File: config.mk
export PLATFORM = sky130hd
export DESIGN_NAME = ring_load_sequencer_flat
export DESIGN_NICKNAME = d
export VERILOG_FILES = /design/src/rtl/ring_load_sequencer_if.sv /design/src/rtl/ring_load_sequencer.sv /design/src/flat_wrapper.sv
export SDC_FILE = /design/constraint.sdc
export NUM_CORES = 1
export LEC_CHECK = 0
export ABC_CLOCK_PERIOD_IN_PS = 2700
export BUFFER_PORTS_ARGS = -buffer_cell sky130_fd_sc_hd__buf_2
export CORE_AREA = 5 5 42 44
export CTS_CLUSTER_DIAMETER = 40
export DETAILED_ROUTE_END_ITERATION = 12
export DIE_AREA = 0 0 47 49
export GPL_ROUTABILITY_DRIVEN = 0
export MAX_ROUTING_LAYER = met4
export PLACE_DENSITY = 0.72
export SETUP_SLACK_MARGIN = 0.3
export SLEW_MARGIN = 5
export SYNTH_ARGS = -nofsm -noshare
export SYNTH_HDL_FRONTEND = slang
export SYNTH_SLANG_ARGS = --single-unit
File: constraint.sdc
create_clock -name clk -period 2.7 [get_ports clk]
set_input_delay 0.81 -clock clk [delete_from_list [all_inputs] [get_ports clk]]
set_output_delay 0.81 -clock clk [all_outputs]
set_load 0.02 [all_outputs]
File: src/rtl/ring_load_sequencer_if.sv
// Upstream word handshake for the ring load sequencer.
// The master offers a word, and the slave accepts it when in_ready is high.
interface ring_load_sequencer_if #(
    parameter int WIDTH = 6
);
    logic             in_valid;
    logic [WIDTH-1:0] in_data;
    logic             in_ready;

    modport master (
        output in_valid,
        output in_data,
        input  in_ready
    );

    modport slave (
        input  in_valid,
        input  in_data,
        output in_ready
    );
endinterface

File: src/rtl/ring_load_sequencer.sv
// Serial feeder for a right-rotating ring register: accepts a word, then drives
// ld/in_bit LSB-first for WIDTH cycles and pulses done. Optional: RLS_ABORT_EN.
module ring_load_sequencer #(
    parameter int WIDTH = 6,
    parameter int CNT_W = 3
) (
    input  logic clk,
    input  logic rst,
`ifdef RLS_ABORT_EN
    input  logic abort_i,
`endif
    ring_load_sequencer_if.slave up_if,
    output logic ld_o,
    output logic in_bit_o,
    output logic busy_o,
    output logic done_o
);

    typedef enum logic [1:0] {
        IDLE  = 2'd0,
        SHIFT = 2'd1,
        DONE  = 2'd2
    } state_e;

    localparam logic [CNT_W-1:0] LAST = CNT_W'(WIDTH - 1);

    state_e             state_q;
    logic [WIDTH-1:0]   shreg_q;
    logic [CNT_W-1:0]   cnt_q;
    logic               ready_q;
    logic               ld_q;
    logic               bit_q;
    logic               busy_q;
    logic               done_q;

    // Outputs are registered alongside the next state so they never see in_*
    always_ff @(posedge clk or posedge rst) begin
        if (rst) begin
            state_q <= IDLE;
            shreg_q <= '0;
            cnt_q   <= '0;
            ready_q <= 1'b1;
            ld_q    <= 1'b0;
            bit_q   <= 1'b0;
            busy_q  <= 1'b0;
            done_q  <= 1'b0;
        end else begin
            ready_q <= 1'b0;
            ld_q    <= 1'b0;
            bit_q   <= 1'b0;
            busy_q  <= 1'b0;
            done_q  <= 1'b0;
            unique case (state_q)
                IDLE: begin
                    if (up_if.in_valid && ready_q) begin
                        state_q <= SHIFT;
                        shreg_q <= up_if.in_data;
                        cnt_q   <= '0;
                        ld_q    <= 1'b1;
                        bit_q   <= up_if.in_data[0];
                        busy_q  <= 1'b1;
                    end else begin
                        ready_q <= 1'b1;
                    end
                end
                SHIFT: begin
`ifdef RLS_ABORT_EN
                    if (abort_i) begin
                        state_q <= IDLE;
                        shreg_q <= '0;
                        cnt_q   <= '0;
                        ready_q <= 1'b1;
                    end else
`endif
                    if (cnt_q == LAST) begin
                        state_q <= DONE;
                        shreg_q <= shreg_q >> 1;
                        cnt_q   <= cnt_q + CNT_W'(1);
                        busy_q  <= 1'b1;
                        done_q  <= 1'b1;
                    end else begin
                        shreg_q <= shreg_q >> 1;
                        cnt_q   <= cnt_q + CNT_W'(1);
                        ld_q    <= 1'b1;
                        bit_q   <= shreg_q[1];
                        busy_q  <= 1'b1;
                    end
                end
                DONE: begin
                    state_q <= IDLE;
                    cnt_q   <= '0;
                    ready_q <= 1'b1;
                end
                default: begin
                    state_q <= IDLE;
                    shreg_q <= '0;
                    cnt_q   <= '0;
                    ready_q <= 1'b1;
                end
            endcase
        end
    end

    assign up_if.in_ready = ready_q;
    assign ld_o           = ld_q;
    assign in_bit_o       = bit_q;
    assign busy_o         = busy_q;
    assign done_o         = done_q;

endmodule
File: src/flat_wrapper.sv
// flat-port wrapper written by rule: the top's interface ports become plain ports
module ring_load_sequencer_flat 
#(
    parameter int WIDTH = 6,
    parameter int CNT_W = 3
)
  (clk, rst, ld_o, in_bit_o, busy_o, done_o, up_if_in_valid, up_if_in_data, up_if_in_ready);
  ring_load_sequencer_if #(.WIDTH(WIDTH)) up_if_i ();
  input  logic clk;
  input  logic rst;
  output logic ld_o;
  output logic in_bit_o;
  output logic busy_o;
  output logic done_o;
  input wire logic [$bits(up_if_i.in_valid)-1:0] up_if_in_valid;
  input wire logic [$bits(up_if_i.in_data)-1:0] up_if_in_data;
  output wire logic [$bits(up_if_i.in_ready)-1:0] up_if_in_ready;
  assign up_if_i.in_valid = up_if_in_valid;
  assign up_if_i.in_data = up_if_in_data;
  assign up_if_in_ready = up_if_i.in_ready;
  ring_load_sequencer #(.WIDTH(WIDTH), .CNT_W(CNT_W)) u_core (.clk(clk), .rst(rst), .up_if(up_if_i), .ld_o(ld_o), .in_bit_o(in_bit_o), .busy_o(busy_o), .done_o(done_o));
endmodule
==> results of run 1 <==
## sequential cells by signal (all words and copies together) (netlist names)
name	flops
u_core.busy_o	1
u_core.cnt_q	3
u_core.done_o	1
u_core.in_bit_o	1
u_core.ld_o	1
u_core.shreg_q	5
u_core.state_q	2
u_core.up_if.in_ready	1
## per-layer routing
layer	part of all wire [%]	vias to the layer above	track usage [%]
met5	0	-	-
met4	3.3	0	8.295
met3	7.3	5	3.321
met2	47	16	17.19
met1	43	224	16.36
li1	-	240	-
## metrics by stage
stage,std cells,hold WS (ns)
2_1_floorplan,62,0.4569
3_3_place_gp,87,0.4748
3_5_place_dp,87,0.4798
4_1_cts,91,0.5010
5_1_grt,91,0.5290
6_report,91,0.4997
## cells in the mapped netlist, drive strengths merged
library cell,number,area share [%]
a21oi,5,3.7
a22oi,5,5.6
and2,3,3.1
buf,3,3.1
clkbuf,1,0.56
dfrtp,14,52
dfstp,1,3.9
ha,2,3.7
inv,4,2.2
mux2i,1,1.5
nand2,2,1.1
nand2b,1,0.93
nand3,3,2.2
nand3b,1,1.1
nor2,4,2.2
nor2b,4,3.7
o21ai,2,2.0
o2bb2ai,4,5.2
or3,1,0.93
xor2,1,1.3
## final timing paths
path	startpoint	endpoint	slack, ns	cells past startpoint
max	u_core.up_if.in_ready$_DFF_PP1_	up_if_in_ready	0.87	1
min	u_core.shreg_q[4]$_DFFE_PP0P_	u_core.shreg_q[4]$_DFFE_PP0P_	0.50	1
max reg2reg	u_core.state_q[0]$_DFFE_PP0P_	u_core.cnt_q[1]$_DFFE_PP0P_	1.45	2
min reg2reg	u_core.shreg_q[4]$_DFFE_PP0P_	u_core.shreg_q[4]$_DFFE_PP0P_	0.50	1
max in group asynchronous	rst	u_core.up_if.in_ready$_DFF_PP1_	1.80	2
min in group asynchronous	rst	u_core.done_o$_DFF_PP0_	0.54	2
## power breakdown
part           switching [mW]  total (mW)  internal (mW)
Clock                  0.0794       0.136         0.0565
Combinational           0.157       0.291          0.133
Sequential             0.0895       0.406          0.317
Total                   0.326       0.833          0.506
## kinds of logic after synthesis
logic type	after synthesis
simple gates	19
compound gates	16
flops	15
buf+inv	8
fa+ha+maj	2
xor+xnor	1
mux	1
## area by class of cell
cell class                 count  area [sq um]
inverter                       4         15.01
timing repair buffer          13         65.06
fill                         129         635.6
tap                           16         20.02
clock buffer                   3         22.52
sequential                    15         376.6
multi-input combinational     39         259.0
clock inverter                 1         7.507
==> flow_metrics.py, run 1 <==
metrics = {
    "worst_hold_path": {
        "hp-class": "reg2reg",
    },
    "layout": {
        "final_nets": 87,
        "final_common_cell": "dfrtp_1",
        "finish.utilization_pct": 54.64,
        "layout-drive-gt1-share_pct": 28.00,
        "final_area_sq_um": 765.7,
        "syn2layout_area_growth_pct": 13.33,
        "insertedDiodeCount": 0,
        "layout_common_cells": "dfrtp_1, buf_2, a21oi_1, a22oi_1",
    },
    "sta": {
        "period_needed_ns": 1.831,
        "fmax_mhz": 546.0,
        "fin_crit_sh_pct": 67.83,
        "hold_viol": 0,
        "drv_slew": 0,
        "setup_tns_ns": 0,
        "slew_headroom_pct": 63.39,
        "worst_slew_pin_slew_ns": 0.5492,
        "fin_worst_skew_ns": 0.004005,
        "setup_ws_ns": 0.8685,
        "finalSetupViolations": 0,
        "rsz0062_at_grt": "false",
    },
    "synthesis": {
        "yosysSeqAreaShare_pct": 55.74,
        "yosysWarnings": 0,
        "syn_area_per_cell_sq_um": 10.90,
        "synthCells": 62,
        "ys_ff_latch": 15,
        "synth_area_sq_um": 675.6,
        "synthAdderAreaFrac_pct": 3.704,
        "synth_fp_nets": 73,
        "synth_top_family_by_area": "compound AO/OA/AOI/OAI gates",
        "synth-xor-area-share_pct": 1.296,
        "ys_types": 24,
        "yosys.area_share.simple_pct": 15.37,
        "synthMuxAreaShare_pct": 1.481,
        "synth_compound_area_share_pct": 16.48,
    },
    "floorplanning": {
        "dieArea_sq_mm": 0.002303,
        "rows": 14,
        "die_x_microns": 47,
        "start_util_pct": 48.21,
        "coreArea_sq_mm": 0.001401,
        "io_pins": 14,
        "dieHeight_microns": 49,
    },
    "grt": {
        "grt_max_degree": 20,
        "grt_first_pass_wirelength_microns": 2007,
        "grtUsageTotal_pct": 12.74,
        "grt.overflow.total": 0,
        "grt_pass1_vias": 482,
        "antenna_found_initial": 0,
    },
    "cts": {
        "cts_buffer_depth": 2,
        "cts.repair.resized": 0,
        "clk_pin_slew_ns": 0.09,
        "cts_root_buffer": "clkbuf_4",
        "cts_post_setup_buffers_inserted": 0,
        "htreeDepth": 1,
        "clock_latency_ns": 0.30,
        "cts_sinks": 15,
        "cts_tree": "yes",
        "ctsHoldBuffers": 0,
        "cts_made_buffers": 3,
    },
    "detailed_routing": {
        "routed_wl_microns": 1157,
        "drc": 0,
        "wl_per_cell_microns": 12.71,
        "vias_per_cell": 5.330,
        "vias": 485,
        "detail-route-antenna-nets": 0,
        "dr.first_iter.drc_count": 2,
        "drt_first_pass_iters": 4,
    },
    "setup_path": {
        "startpoint_type": "flip-flop",
        "crit_slowest_cell": "dfstp_2",
        "path_max_fanout": 4,
        "critPathMaxStageDelay_ns": 0.56,
        "critical_path_class": "reg2out",
        "endpoint_kind": "output port",
        "worstPathRequired_ns": 1.89,
        "worstPathArrival_ns": 1.02,
        "cp_top_family": "flip-flops",
        "cp_num_buf_inv": 1,
        "crit_path_cell_trace": "buf_2",
    },
    "power_and_ir_drop": {
        "irDropWorstVdd_mv": 0.4902,
        "power.total_uw": 832.6,
        "cellPowerDensity_mw_per_mm2": 1087,
        "leakagePower_nw": 0.3629,
    },
    "run": {
        "maxCapViolCount": 0,
    },
    "place": {
        "portBuffers": 13,
        "placed_area_sq_um": 735.7,
        "dpl.hpwl_microns": 840.6,
        "post-place-ws_ns": 1.042,
    },
    "run_status": {
        "status": "completed",
    },
}
No activity file was read; power rests on OpenSTA's default activity.
==> inputs of run 2 (changes only) <==
Settings changed: ABC_CLOCK_PERIOD_IN_PS 2700 to 1480, CORE_AREA 5 5 42 44 to unset, CORE_MARGIN set to 5, CORE_UTILIZATION set to 45, DIE_AREA 0 0 47 49 to unset, PLACE_DENSITY 0.72 to 0.67.
Clock period 2.7 ns to 1.48 ns, I/O delays scaled along.
==> run 2 against run 1 <==
  * Count of clock-buffer cells in the layout is 1 higher
  * Combinational power grew to 2.9 times the previous value
  * Core utilization is 7.7 points higher
  * Critical path depth stayed put
  * Sequential power is 90% higher
  * Power is 120% higher
  * Clock power is 74% higher
  * Via count is 4.9% higher
  * Sequential share of layout area is 8.0 points lower
  * Worst hold slack worse by 0.36 ns
  * First-iteration DRC count grew to 2.5 times the previous value
  * Final cell count is 6.6% higher
==> flow_metrics.py, run 2 (synthesized netlist as in run 1, its figures left out) <==
metrics = {
    "run_status": {
        "status": "completed",
    },
    "cts": {
        "cts_sinks": 15,
        "cts_buffer_depth": 2,
        "cts_tree": "yes",
        "ctsHoldBuffers": 0,
        "cts_root_buffer": "clkbuf_4",
        "htreeDepth": 1,
        "cts_made_buffers": 3,
        "clock_latency_ns": 0.29,
        "clk_pin_slew_ns": 0.09,
    },
    "place": {
        "placed_area_sq_um": 754.5,
        "portBuffers": 13,
        "dpl.hpwl_microns": 880.8,
    },
    "setup_path": {
        "critical_path_class": "reg2out",
        "rr_worst_depth": 5,
        "reg2reg_from": "u_core.up_if.in_ready$_DFF_PP1_",
        "r2r_slack_ns": 0.20,
        "worstPathArrival_ns": 0.95,
        "cp_num_buf_inv": 1,
        "path_max_fanout": 2,
        "cp_top_family": "flip-flops",
        "worstReg2RegEnd": "u_core.shreg_q[2]$_DFFE_PP0P_",
        "startpoint_type": "flip-flop",
        "worstPathRequired_ns": 1.04,
        "crit_slowest_cell": "dfstp_2",
        "crit_path_cell_trace": "buf_6",
        "critPathMaxStageDelay_ns": 0.55,
        "endpoint_kind": "output port",
    },
    "grt": {
        "grt_max_degree": 20,
        "grtUsageTotal_pct": 13.07,
        "grt.overflow.total": 0,
        "grt_pass1_vias": 528,
        "grt_first_pass_wirelength_microns": 2297,
        "antenna_found_initial": 0,
    },
    "layout": {
        "layout_common_cells": "dfrtp_1, buf_2, buf_6",
        "final_nets": 93,
        "final_common_cell": "dfrtp_1",
        "largest_register_ffs": 5,
        "insertedDiodeCount": 0,
        "layout-drive-gt1-share_pct": 45.68,
        "syn2layout_area_growth_pct": 35.74,
        "final_area_sq_um": 917.1,
        "num-fill-cells": 127,
        "top_register": "u_core.shreg_q",
        "top_regs": "u_core.shreg_q (5), u_core.cnt_q (3), u_core.state_q (2)",
    },
    "floorplanning": {
        "rows": 14,
        "dieArea_sq_mm": 0.002377,
        "die_x_microns": 48.75,
        "io_pins": 14,
        "dieHeight_microns": 48.75,
        "coreArea_sq_mm": 0.001471,
        "start_util_pct": 45.92,
    },
    "sta": {
        "fin_crit_sh_pct": 93.87,
        "rsz0062_at_grt": "true",
        "slew_headroom_pct": 72.59,
        "period_needed_ns": 1.389,
        "setup_tns_ns": 0,
        "finalSetupViolations": 0,
        "drv_slew": 0,
        "hold_viol": 0,
        "fin_worst_skew_ns": 0.0009968,
        "fmax_mhz": 719.8,
        "worst_slew_pin_slew_ns": 0.4112,
    },
    "detailed_routing": {
        "wl_per_cell_microns": 13.89,
        "dr.first_iter.drc_count": 5,
        "drc": 0,
        "drt_first_pass_iters": 4,
        "vias": 509,
        "routed_wl_microns": 1347,
        "detail-route-antenna-nets": 0,
        "vias_per_cell": 5.247,
    },
    "power_and_ir_drop": {
        "power.total_mw": 1.848,
        "irDropWorstVdd_mv": 1.035,
        "leakagePower_nw": 0.4164,
        "cellPowerDensity_mw_per_mm2": 2015,
    },
    "worst_hold_path": {
        "hp-class": "in2async",
    },
    "run": {
        "maxCapViolCount": 0,
    },
}
==> run 2: changes by cell type in the layout (fill, tap and decap cells not counted), sizes merged <==
cell / delta
clkbuf: +1
and2: +1
buf: +5
clkinvlp: -1
==> run 2: power by group <==
part           switching [mW]  total (mW)  internal, mW  leakage, nW
Combinational           0.393       0.840         0.447        0.213
Clock                   0.131       0.236         0.105       0.0150
Sequential              0.191       0.773         0.581        0.188
Total                   0.715        1.85          1.13        0.416
==> run 2: routing by layer <==
layer,routed length (microns),global-route usage [%]
met5,0,-
met4,42,8.072
met3,72,4.294
met2,581,18.04
met1,650,16.34
==> run 2: cell type report <==
type	count	area, sq um	share of cell area (%)
flip-flops and latches	15	377.9	41.20
multi-input cells	40	340.3	37.11
repair buffers	18	137.6	15.01
clock buffers	4	26.28	2.865
well taps	16	20.02	2.183
inverters	4	15.01	1.637
==> run 2: repair_timing <==
action,in CTS,in global routing
cloned,1,0
gates resized for setup,15,11
pin swaps,1,8
setup endpoints to repair,14,15
setup buffers,1,2
==> run 2: worst max-delay path by stage <==
stage | startpoint | to | slack (ns) | cells past startpoint
floorplan | up_if_in_valid | u_core.cnt_q[1]$_DFFE_PP0P_ | 0.30 | 4
global placement | up_if_in_valid | u_core.cnt_q[1]$_DFFE_PP0P_ | 0.23 | 4
detailed placement | u_core.state_q[0]$_DFFE_PP0P_ | u_core.state_q[0]$_DFFE_PP0P_ | 0.20 | 2
CTS | u_core.up_if.in_ready$_DFF_PP1_ | up_if_in_ready | 0.08 | 1
global route | u_core.up_if.in_ready$_DFF_PP1_ | up_if_in_ready | 0.06 | 1
finish | u_core.up_if.in_ready$_DFF_PP1_ | up_if_in_ready | 0.09 | 1
==> run 2: through the flow <==
| stage | worst slack (ns) | hold WS, ns | std cells | util, % |
|---|---|---|---|---|
| 3_3_place_gp | 0.2283 | 0.4519 | 89 | 51.28 |
| 4_1_cts | 0.07697 | 0.1443 | 95 | 57.74 |
| 3_5_place_dp | 0.1966 | 0.4574 | 89 | 51.28 |
| 5_1_grt | 0.05760 | 0.1499 | 97 | 62.33 |
| 6_report | 0.09074 | 0.1383 | 97 | 62.33 |
| 2_1_floorplan | 0.2971 | 0.3448 | 62 | - |
==> inputs of run 3 (changes only) <==
Settings changed: ABC_AREA set to 1, CORE_UTILIZATION 45 to 46, PLACE_DENSITY 0.67 to 0.68.
==> run 3 against run 2 <==
  * Power shrank 0.75%
  * Critical path type unchanged
  * Combinational power grew 2%
  * Via count grew 8.6%
  * Clock power is essentially flat
  * Global-route usage shrank 0.87 points
==> flow_metrics.py, run 3 <==
metrics = {
    "power_and_ir_drop": {
        "clkPwrFrac_pct": 12.8,
        "power.total_mw": 1.835,
        "pwr-share-comb_pct": 46.6,
        "leakagePower_nw": 0.4500,
        "switching_share_pct": 42.55,
        "p_switching_uw": 780.7,
        "seqPwrFrac_pct": 40.6,
        "p_int_mw": 1.054,
        "cellPowerDensity_mw_per_mm2": 2166,
        "irDropWorstVdd_mv": 1.232,
    },
    "detailed_routing": {
        "drt_first_pass_iters": 4,
        "dr.first_iter.drc_count": 14,
        "vias_per_cell": 5.027,
        "drc": 0,
        "detail-route-antenna-nets": 0,
        "vias": 553,
        "wl_per_cell_microns": 11.55,
        "routed_wl_microns": 1271,
    },
    "synthesis": {
        "yosysWarnings": 0,
        "synth-edff-count": 0,
        "syn_area_per_cell_sq_um": 8.989,
        "synth_ff_type": "dfrtp_1",
        "synthCells": 76,
        "synth_top_area_cell": "dfrtp_1",
        "synth_fp_nets": 87,
        "synth_most_common_cell": "nand2_1",
        "synth_top_area_share_pct": 51.28,
        "synth_area_leaders": "dfrtp_1, nand2_1, nand3_1",
        "ys_ff_latch": 15,
        "async_flop_share_pct": 100.0,
        "ys_types": 17,
        "synth_area_sq_um": 683.2,
        "synth_common_cells": "nand2_1, dfrtp_1, nand3_1",
        "yosysSeqAreaShare_pct": 55.13,
    },
    "setup_path": {
        "critPathMaxStageDelay_ns": 0.55,
        "crit_slowest_cell": "dfstp_2",
        "cp_num_buf_inv": 1,
        "endpoint_kind": "output port",
        "critical_path_class": "reg2out",
        "startpoint_type": "flip-flop",
        "crit_path_cell_trace": "buf_6",
        "worstPathArrival_ns": 0.95,
        "cp_top_family": "flip-flops",
        "worstPathRequired_ns": 1.04,
        "path_max_fanout": 2,
    },
    "layout": {
        "syn2layout_area_growth_pct": 23.99,
        "fin_cells": 110,
        "insertedDiodeCount": 0,
        "largest_register_ffs": 5,
        "final_nets": 106,
        "top_register": "u_core.shreg_q",
        "layout_common_cells": "nand2_1, dfrtp_1, nand3_1, buf_2, buf_6",
        "num-fill-cells": 135,
        "layout-drive-gt1-share_pct": 32.98,
        "finish.utilization_pct": 58.26,
        "top_regs": "u_core.shreg_q (5), u_core.cnt_q (3), u_core.state_q (2)",
        "final_common_cell": "nand2_1",
    },
    "run": {
        "maxCapViolCount": 0,
    },
    "cts": {
        "cts_tree": "yes",
        "clk_pin_slew_ns": 0.09,
        "cts_buffer_depth": 2,
        "clock_latency_ns": 0.28,
        "htreeDepth": 1,
        "cts_sinks": 15,
        "cts_made_buffers": 3,
        "ctsHoldBuffers": 0,
        "cts_root_buffer": "clkbuf_4",
    },
    "floorplanning": {
        "rows": 14,
        "dieHeight_microns": 48.54,
        "start_util_pct": 46.99,
        "coreArea_sq_mm": 0.001454,
        "io_pins": 14,
        "dieArea_sq_mm": 0.002356,
        "die_x_microns": 48.54,
    },
    "sta": {
        "whs_ns": 0.1882,
        "period_needed_ns": 1.390,
        "slew_headroom_pct": 63.42,
        "fin_crit_sh_pct": 93.90,
        "setup_tns_ns": 0,
        "worst_slew_pin_slew_ns": 0.5481,
        "hold_viol": 0,
        "rsz0062_at_grt": "true",
        "finalSetupViolations": 0,
        "fmax_mhz": 719.5,
        "drv_slew": 0,
        "fin_worst_skew_ns": 0.001392,
    },
    "grt": {
        "antenna_found_initial": 0,
        "grtUsageTotal_pct": 12.20,
        "grt.overflow.total": 0,
        "grt_first_pass_wirelength_microns": 2139,
        "grt_pass1_vias": 471,
        "grt_max_degree": 16,
    },
    "place": {
        "dpl.hpwl_microns": 903.3,
        "placedCellCount": 105,
        "portBuffers": 13,
    },
    "run_status": {
        "status": "completed",
    },
    "worst_hold_path": {
        "hp-class": "in2async",
    },
}
[run 3: what timing repair did]
item,in CTS,in global routing
setup endpoints to repair,5,12
buffers inserted,1,0
gates resized for setup,10,4
endpoints found under the hold margin,0,0
[run 3: cell families (layout without fill, tap and decap cells)]
logic type	Yosys count	count (layout)	synth area share, %
DFF	15	15	55.13
and+or+nand+nor	49	49	33.15
buffers and inverters	5	23	3.113
AOI/OAI and AO/OA	5	5	4.946
adders and majority gates	2	2	3.662
[run 3: per-layer routing]
layer  routed length [microns]  vias to the layer above  GRT usage (%)
met2                       528                       16          14.57
met3                        71                        4          3.681
met1                       630                      250          16.67
li1                          -                      283              -
met5                         0                        -              -
met4                        40                        0          9.417
[run 3: through the flow]
step,instance area (sq um),worst slack (ns)
6_report,847.1,0.09023
5_1_grt,847.1,0.04236
4_1_cts,834.6,0.06911
3_5_place_dp,768.2,0.3206
3_3_place_gp,768.2,0.3299
2_1_floorplan,683.2,0.4434
[run 3: power by group through the flow]
stage | sequential (mW) | clock, mW | combinational [mW]
CTS | 0.737 | 0.245 | 0.840
finish | 0.744 | 0.235 | 0.855
global route | 0.768 | 0.262 | 0.961
global placement | 0.736 | 0 | 0.730
detailed placement | 0.739 | 0 | 0.742
floorplan | 0.798 | 0 | 0.490
[run 3: area by class of cell]
type                            instances  area (sq um)  area share [%]
Multi-Input combinational cell         56         297.8           35.16
Sequential cell                        15         376.6           44.46
Clock inverter                          1         5.005          0.5908
Tap cell                               16         20.02           2.363
Inverter                                5         21.27           2.511
Timing Repair Buffer                   14         103.9           12.26
Clock buffer                            3         22.52           2.659
[run 3: path summary, 6_finish.rpt]
kind	slack [ns]	start	endpoint	cells after the start
max in group asynchronous	0.93	rst	u_core.up_if.in_ready$_DFF_PP1_	2
min	0.19	rst	u_core.shreg_q[5]$_DFFE_PP0P_	2
max reg2reg	0.41	u_core.up_if.in_ready$_DFF_PP1_	u_core.shreg_q[2]$_DFFE_PP0P_	5
min in group clk	0.35	up_if_in_data[5]	u_core.shreg_q[5]$_DFFE_PP0P_	3
min reg2reg	0.51	u_core.cnt_q[0]$_DFFE_PP0P_	u_core.cnt_q[0]$_DFFE_PP0P_	1
max	0.09	u_core.up_if.in_ready$_DFF_PP1_	up_if_in_ready	1
